--- config.mk ---
export PLATFORM = sky130hd
export DESIGN_NAME = axis_byte_unpacker_flat
export DESIGN_NICKNAME = d
export VERILOG_FILES = /design/src/rtl/axis_byte_unpacker_if.sv /design/src/rtl/axis_byte_unpacker.sv /design/src/flat_wrapper.sv
export SDC_FILE = /design/constraint.sdc
export NUM_CORES = 1
export LEC_CHECK = 0
export ABC_AREA = 0
export ABC_CLOCK_PERIOD_IN_PS = 4200
export CAP_MARGIN = 20
export CORE_MARGIN = 2
export CORE_UTILIZATION = 30
export DETAILED_ROUTE_END_ITERATION = 6
export GPL_TIMING_DRIVEN = 0
export PLACE_DENSITY = 0.67
export SLEW_MARGIN = 40
export SYNTH_ARGS = -nofsm -noshare
export SYNTH_HDL_FRONTEND = slang
export SYNTH_SLANG_ARGS = --single-unit
--- constraint.sdc ---
create_clock -name clk -period 4.2 [get_ports clk]
set_clock_uncertainty 0.05 [all_clocks]
set_input_delay 0.42 -clock clk [delete_from_list [all_inputs] [get_ports clk]]
set_output_delay 0.42 -clock clk [all_outputs]
set_load 0.01 [all_outputs]
--- src/rtl/axis_byte_unpacker_if.sv ---
// AXI-stream bundles for the byte unpacker: a wide word stream with per-lane keep
// and a byte-wide stream with a last flag.
interface axis_word_if #(
  parameter int IEW = 2
);
  logic                    tvalid;
  logic                    tready;
  logic [(8 << IEW)-1:0]   tdata;
  logic [(1 << IEW)-1:0]   tkeep;

  modport master (output tvalid, tdata, tkeep, input tready);
  modport slave  (input tvalid, tdata, tkeep, output tready);
endinterface

interface axis_byte_if;
  logic       tvalid;
  logic       tready;
  logic [7:0] tdata;
  logic       tlast;

  modport master (output tvalid, tdata, tlast, input tready);
  modport slave  (input tvalid, tdata, tlast, output tready);
endinterface

--- src/rtl/axis_byte_unpacker.sv ---
// Splits a (8<<IEW)-bit AXI-stream word into kept bytes, lowest lane first, flagging DELIM with tlast.
// Optional byte/block counters are enabled by defining AXIS_BYTE_UNPACKER_STATS_EN.
module axis_byte_unpacker #(
  parameter int         IEW   = 2,
  parameter logic [7:0] DELIM = 8'hFF
) (
  input  logic        clk,
  input  logic        rst,
`ifdef AXIS_BYTE_UNPACKER_STATS_EN
  output logic [31:0] o_byte_cnt,
  output logic [15:0] o_blk_cnt,
`endif
  axis_word_if.slave  i,
  axis_byte_if.master o
);
  localparam int LANES = 1 << IEW;
  localparam int W     = 8 * LANES;

  logic [W-1:0]     buf_data_reg;
  logic [LANES-1:0] buf_keep_reg;
  logic [7:0]       lane_byte [LANES];
  logic [LANES-1:0] pick_onehot;
  logic [7:0]       pick_byte;
  logic [LANES-1:0] rest_keep;
  logic             in_ready;
  logic             in_hs;
  logic             out_hs;

  for (genvar gi = 0; gi < LANES; gi++) begin : g_lane
    assign lane_byte[gi] = buf_data_reg[8*gi +: 8];
  end

  // Scan high to low so the lowest pending lane wins.
  always_comb begin
    pick_onehot = '0;
    pick_byte   = 8'h00;
    for (int k = LANES - 1; k >= 0; k--) begin
      if (buf_keep_reg[k]) begin
        pick_onehot    = '0;
        pick_onehot[k] = 1'b1;
        pick_byte      = lane_byte[k];
      end
    end
  end

  assign rest_keep = buf_keep_reg & ~pick_onehot;
  // Accept a new word when empty, or when the last pending byte leaves this cycle.
  assign in_ready  = ~rst & (rest_keep == '0) & ((buf_keep_reg == '0) | o.tready);
  assign in_hs     = i.tvalid & in_ready;
  assign out_hs    = o.tvalid & o.tready;

  assign i.tready = in_ready;
  assign o.tvalid = |buf_keep_reg;
  assign o.tdata  = pick_byte;
  assign o.tlast  = o.tvalid & (pick_byte == DELIM);

  always_ff @(posedge clk) begin
    if (rst) begin
      buf_data_reg <= '0;
      buf_keep_reg <= '0;
    end else if (in_hs) begin
      buf_data_reg <= i.tdata;
      buf_keep_reg <= i.tkeep;
    end else if (out_hs) begin
      buf_keep_reg <= rest_keep;
    end
  end

`ifdef AXIS_BYTE_UNPACKER_STATS_EN
  always_ff @(posedge clk) begin
    if (rst) begin
      o_byte_cnt <= '0;
      o_blk_cnt  <= '0;
    end else if (out_hs) begin
      o_byte_cnt <= o_byte_cnt + 32'd1;
      if (o.tlast) begin
        o_blk_cnt <= o_blk_cnt + 16'd1;
      end
    end
  end
`endif
endmodule
--- src/flat_wrapper.sv ---
// flat-port wrapper written by rule: the top's interface ports become plain ports
module axis_byte_unpacker_flat 
#(
  parameter int         IEW   = 2,
  parameter logic [7:0] DELIM = 8'hFF
)
  (clk, rst, i_tvalid, i_tdata, i_tkeep, i_tready, o_tvalid, o_tdata, o_tlast, o_tready);
  axis_word_if #(.IEW(IEW)) i_i ();
  axis_byte_if o_i ();
  input  logic clk;
  input  logic rst;
  input wire logic [$bits(i_i.tvalid)-1:0] i_tvalid;
  input wire logic [$bits(i_i.tdata)-1:0] i_tdata;
  input wire logic [$bits(i_i.tkeep)-1:0] i_tkeep;
  output wire logic [$bits(i_i.tready)-1:0] i_tready;
  output wire logic [$bits(o_i.tvalid)-1:0] o_tvalid;
  output wire logic [$bits(o_i.tdata)-1:0] o_tdata;
  output wire logic [$bits(o_i.tlast)-1:0] o_tlast;
  input wire logic [$bits(o_i.tready)-1:0] o_tready;
  assign i_i.tvalid = i_tvalid;
  assign i_i.tdata = i_tdata;
  assign i_i.tkeep = i_tkeep;
  assign i_tready = i_i.tready;
  assign o_tvalid = o_i.tvalid;
  assign o_tdata = o_i.tdata;
  assign o_tlast = o_i.tlast;
  assign o_i.tready = o_tready;
  axis_byte_unpacker #(.IEW(IEW), .DELIM(DELIM)) u_core (.clk(clk), .rst(rst), .i(i_i), .o(o_i));
endmodule
-- Word level (Yosys, flattened, before mapping)
Index checks and enable logic that the tools add are counted.
- $add $sub $neg: 0
- $mul: 0
- divide/modulo/power cells: 0
- $lt $le $gt $ge: 0
- eq/ne operators: 1
- shift operators: 0
- multiplexer cells: 10
- bitwise gates (word level): 9
- reduce and logical (&&, ||, !) cells: 4
- operators by type and width (operator ; number):
    8-bit two-way mux ; 4
    4-bit two-way mux ; 6
    8-bit equality test, second input constant ; 1
    4-bit logical NOT ; 2
    1-bit bitwise AND ; 5
    4-bit bitwise AND ; 1
    4-bit inverter ; 1
    4-bit OR reduction ; 1
    2-bit nonzero test ; 1
    1-bit inverter ; 1
    1-bit OR ; 1
- flip-flop bits (word level): 36
- latch bits: 0
- bits in writable memories: 0
- ROM bits: 0
- input bits: 40
- word-level logic and storage cells: 26
- memories kept: 0

-- Longest topological paths before layout
- depth in word-level cells: 11
- gate-level depth with buffers: 6
- gate-level depth less buffers: 5

-- Least setup slack after synthesis
No wires, ideal clock.
- path type: reg-to-output
- start: register u_core.buf_keep_reg[2]
- end: output port o_tlast
- data arrival time: 1.631 ns
- path slack: 2.099 ns
- cell stages (with the launch flop): 7
- cells stage by stage: dfxtp_1 -> clkbuf_1 -> clkbuf_1 -> nand2_1 -> a31oi_1 -> nand4_1 -> nor3_1
- cells in the longest elaborated chain, start to end: 5
- elaborated cells between the ends (all ways): 6
- those cells by class: eq/ne (1); mux (3); bitwise (1); reduce/logical (1)
- RTL lines (what ; RTL line ; RTL):
    from (decl) ; axis_byte_unpacker.sv:20 ; logic [LANES-1:0] buf_keep_reg;
    from (signal assigned) ; axis_byte_unpacker.sv:63 ; buf_keep_reg <= i.tkeep;
    from (signal assigned) ; axis_byte_unpacker.sv:65 ; buf_keep_reg <= rest_keep;
    8-bit two-way mux (3 in a row) ; axis_byte_unpacker.sv:38 ; if (buf_keep_reg[k]) begin
    named net o_tdata[3] ; flat_wrapper.sv:17 ; output wire logic [$bits(o_i.tdata)-1:0] o_tdata;
    8-bit equality test ; axis_byte_unpacker.sv:55 ; assign o.tlast = o.tvalid & (pick_byte == DELIM);
    1-bit bitwise AND ; axis_byte_unpacker.sv:55 ;
    to (decl) ; flat_wrapper.sv:18 ; output wire logic [$bits(o_i.tlast)-1:0] o_tlast;
The timed path passes the listed nets, and every way through them passes these cells.

-- Final worst setup path
- start: register u_core.buf_keep_reg[2]
- end: output port o_tlast
- cells in the longest elaborated chain, start to end: 5
- elaborated cells between the ends (all ways): 6
- those cells by class: eq/ne (1); mux (3); bitwise (1); reduce/logical (1)
- RTL lines (what ; RTL line):
    8-bit two-way mux (3 in a row) ; axis_byte_unpacker.sv:38
    8-bit equality test ; axis_byte_unpacker.sv:55
    1-bit bitwise AND * ; axis_byte_unpacker.sv:55
Every way passes the cells marked *; elsewhere a longest branch is shown, timed or not.

==> impl_results.md <==
- Multi-input gate area: between 800 and 900 um2
- Mux cell area share after synthesis: between 15 and 20%
- Main combinational cell family by area after synthesis: simple AND/OR/NAND/NOR gates
- Number of max-cap violations: 0
- Setup CP Type: reg -> out
- Main synth FF type: dfxtp_1
- Commonest non-fill, non-tap cell in the layout: clkdlybuf4s50_1
- Adder-cell share of the synthesized area: less than 1%
- Area Growth Syn to Fin: 42.3%
- Setup crit start: u_core.buf_keep_reg[2]$_SDFFE_PP0P_
- Worst setup SP type: flop
- Post-CTS Repair Setup Buffers: 0
- Max incr delay on CP: a little under 600 ps
- Leakage: about 0.0009 uW
- Cts hold-fix bufs: 0
- Most frequent cells in the layout: clkdlybuf4s50_1, dfxtp_1, nor2_1
- Grt total ovfl: 0
- Setup WS post-layout: between 900 and 1000 ps
- Peak VDD IR: about 0.14 mV
- Fraction of layout cells with a size suffix above 1: 6.50%
- CP endpoint kind: output port
- Max Slew Vio Count: 0
- Critical-path cell list: clkbuf_1 -> clkbuf_1 -> nand2_1 -> a31oi_1 -> nand4_1 -> nor3_1 -> clkdlybuf4s50_1
- Final hold violation count: 0
- First-pass GRT wire length: roughly 7300 um
- Hpwl dp: about 3400 um
- # setup viols final: 0
- Synthesized area per cell: about 9 um2
- Cell Area, Synth: around 0.0017 mm2
- Ports: just over 50
- Sequential Area: just over 700 um2
- Reg-to-Reg Start: u_core.buf_keep_reg[2]$_SDFFE_PP0P_
- CTS resizes: 0
- Synth Area in XOR/XNOR: 0%
- Worst-Skew Late Latency: ~300 ps
- Residual DRC: 0
- Worst min-delay path class: reg -> reg
- Number of vias per cell: roughly 4.8
- Synth Area in Simple Gates: 17.7%
- Final wirelength: about 4500 um
- Max reg flops: 32
- Overall routing resource usage: 15.4%
- Die X: 79.2 um
- Antenna-violating nets left: 0
- Compound-Gate Fraction of Synth Area: 14.5%
- EDFF count, synth: 0
- Vias in the first global route: roughly 1500
- Routed WL per cell: roughly 14 um
- FMAX: between 300 and 400 MHz
- RSZ-0062 raised after global routing: false
- Asr flop ratio synth: 0%
- Worst EP arrival: around 2700 ps
- Post-Syn Nets: 228
- Initial antenna violation count: 0
- DR pass1 iterations: 4
- Final worst path period need: approximately 3200 ps
- CP Max Fanout: 10
- Filler cell count in the final layout: roughly 570
- Initial DRC Count: between 150 and 200
- Diode count: 0
- PortBufs: 50
- Clock Tree Root: clkbuf_8
- Core area: 0.00547 mm2
- Pre-CTS setup slack: between 1000 and 1500 ps
- Clock Sinks: 36
- CTS Buf Count: 5
- Sequential fraction of the synthesis area: 42.5%
- YS warnings: 0
- CTS clk-pin slew, worst paths: roughly 70 ps
- Cell mode on critical path: clkbuf_1
- Cell count after synthesis: 188
- Max_slew headroom: about two thirds
- Die extent in y: just under 80 um
- Post-synthesis cell type count: 33
- WP data required: approximately 3700 ps
- Routability cong.: 0.849
- Std-Cell Rows: 27
- CP max-delay cell: clkdlybuf4s50_1
- PwrDens: just over 400 mW/mm2
- Vias: ~1500
- Die area: approximately 0.0063 mm2
- #FFs+latches synth: 36
- Initial Utilization: a little under a third
- CTS tree: yes
- Final period utilization: between 70 and 80%
- Post-route setup TNS: 0 ps
- Clk buf depth: 2
- Largest net degree at the start of global routing: 12
- Worst Tran Pin Value: 471 ps
- Hold_sp: u_core.buf_data_reg[5]$_SDFFE_PP0P_
- Status: completed
- Final net count: between 200 and 300
- CTS H-tree lvls: 2
per-stage QoR:
| stage | cell area (um2) | hold WS [ps] | total power, uW | util (%) | std cells |
|---|---|---|---|---|---|
| after global placement | 2290 | 412 | 642 | 41.8 | 310 |
| final | 2410 | 424 | 977 | 44.1 | 318 |
| after floorplan | 1700 | 393 | 539 | - | 188 |
| after detailed placement | 2290 | 420 | 645 | 41.8 | 310 |
| after global routing | 2410 | 452 | 1030 | 44.1 | 318 |
| after CTS | 2410 | 430 | 983 | 44.1 | 318 |
final cells by class:
class	instances	share of cell area [%]
clock inverter	1	1.24
sequential	36	29.9
timing repair buffer	50	20.7
buffer	15	3.94
inverter	8	1.24
multi-input combinational	129	35.2
tap	72	3.73
clock buffer	7	3.99
synth_stat cells, types with 2 or more instances:
master | instances | area share (%)
a21oi_1 | 5 | 1.5
nor3_1 | 2 | 0.59
a31oi_1 | 5 | 1.8
mux2i_1 | 28 | 17
a32o_1 | 2 | 1.2
a22o_1 | 4 | 2.1
o21ai_0 | 4 | 1.2
nor2_1 | 34 | 7.5
dfxtp_1 | 36 | 43
buf_8 | 3 | 2.7
clkbuf_1 | 10 | 2.2
nand3b_1 | 6 | 2.7
and3b_1 | 2 | 1.0
nand2_1 | 16 | 3.5
inv_1 | 8 | 1.8
o31ai_1 | 6 | 2.7
final timing paths:
check	endpoint	slack, ps	depth (start not counted)
hold reg to reg	u_core.buf_data_reg[5]$_SDFFE_PP0P_	420	2
setup / recovery	o_tlast	990	7
hold / removal	u_core.buf_data_reg[5]$_SDFFE_PP0P_	420	2
setup reg to reg	u_core.buf_data_reg[26]$_SDFFE_PP0P_	2210	6
worst max-delay path: cells and delay by family, from the launching register on:
kind            cells  cell delay, ps
flops               1             330
simple gates        3             500
compound gates      1             290
buf+inv             3            1320
kinds of logic (layout without fill, tap and decap cells):
logic type      Yosys count  in the layout
simple gates             66             66
compound gates           33             33
mux                      29             29
flops                    36             36
buf+inv                  23             81
fa+ha+maj                 1              1
routing by layer:
metal | part of all wire, % | track usage, % | vias to the layer above
li1 | - | - | 771
met1 | 46 | 20.6 | 704
met2 | 46 | 23.5 | 48
met3 | 6.7 | 5.00 | 8
met4 | 1.4 | 5.17 | 0
met5 | 0 | 0 | -
power by group:
part / total, uW / internal [uW] / switching [uW]
clock: 338 / 209 / 129
combinational: 248 / 131 / 117
sequential: 390 / 372 / 18.2
Power figures use the tool's default switching activity.
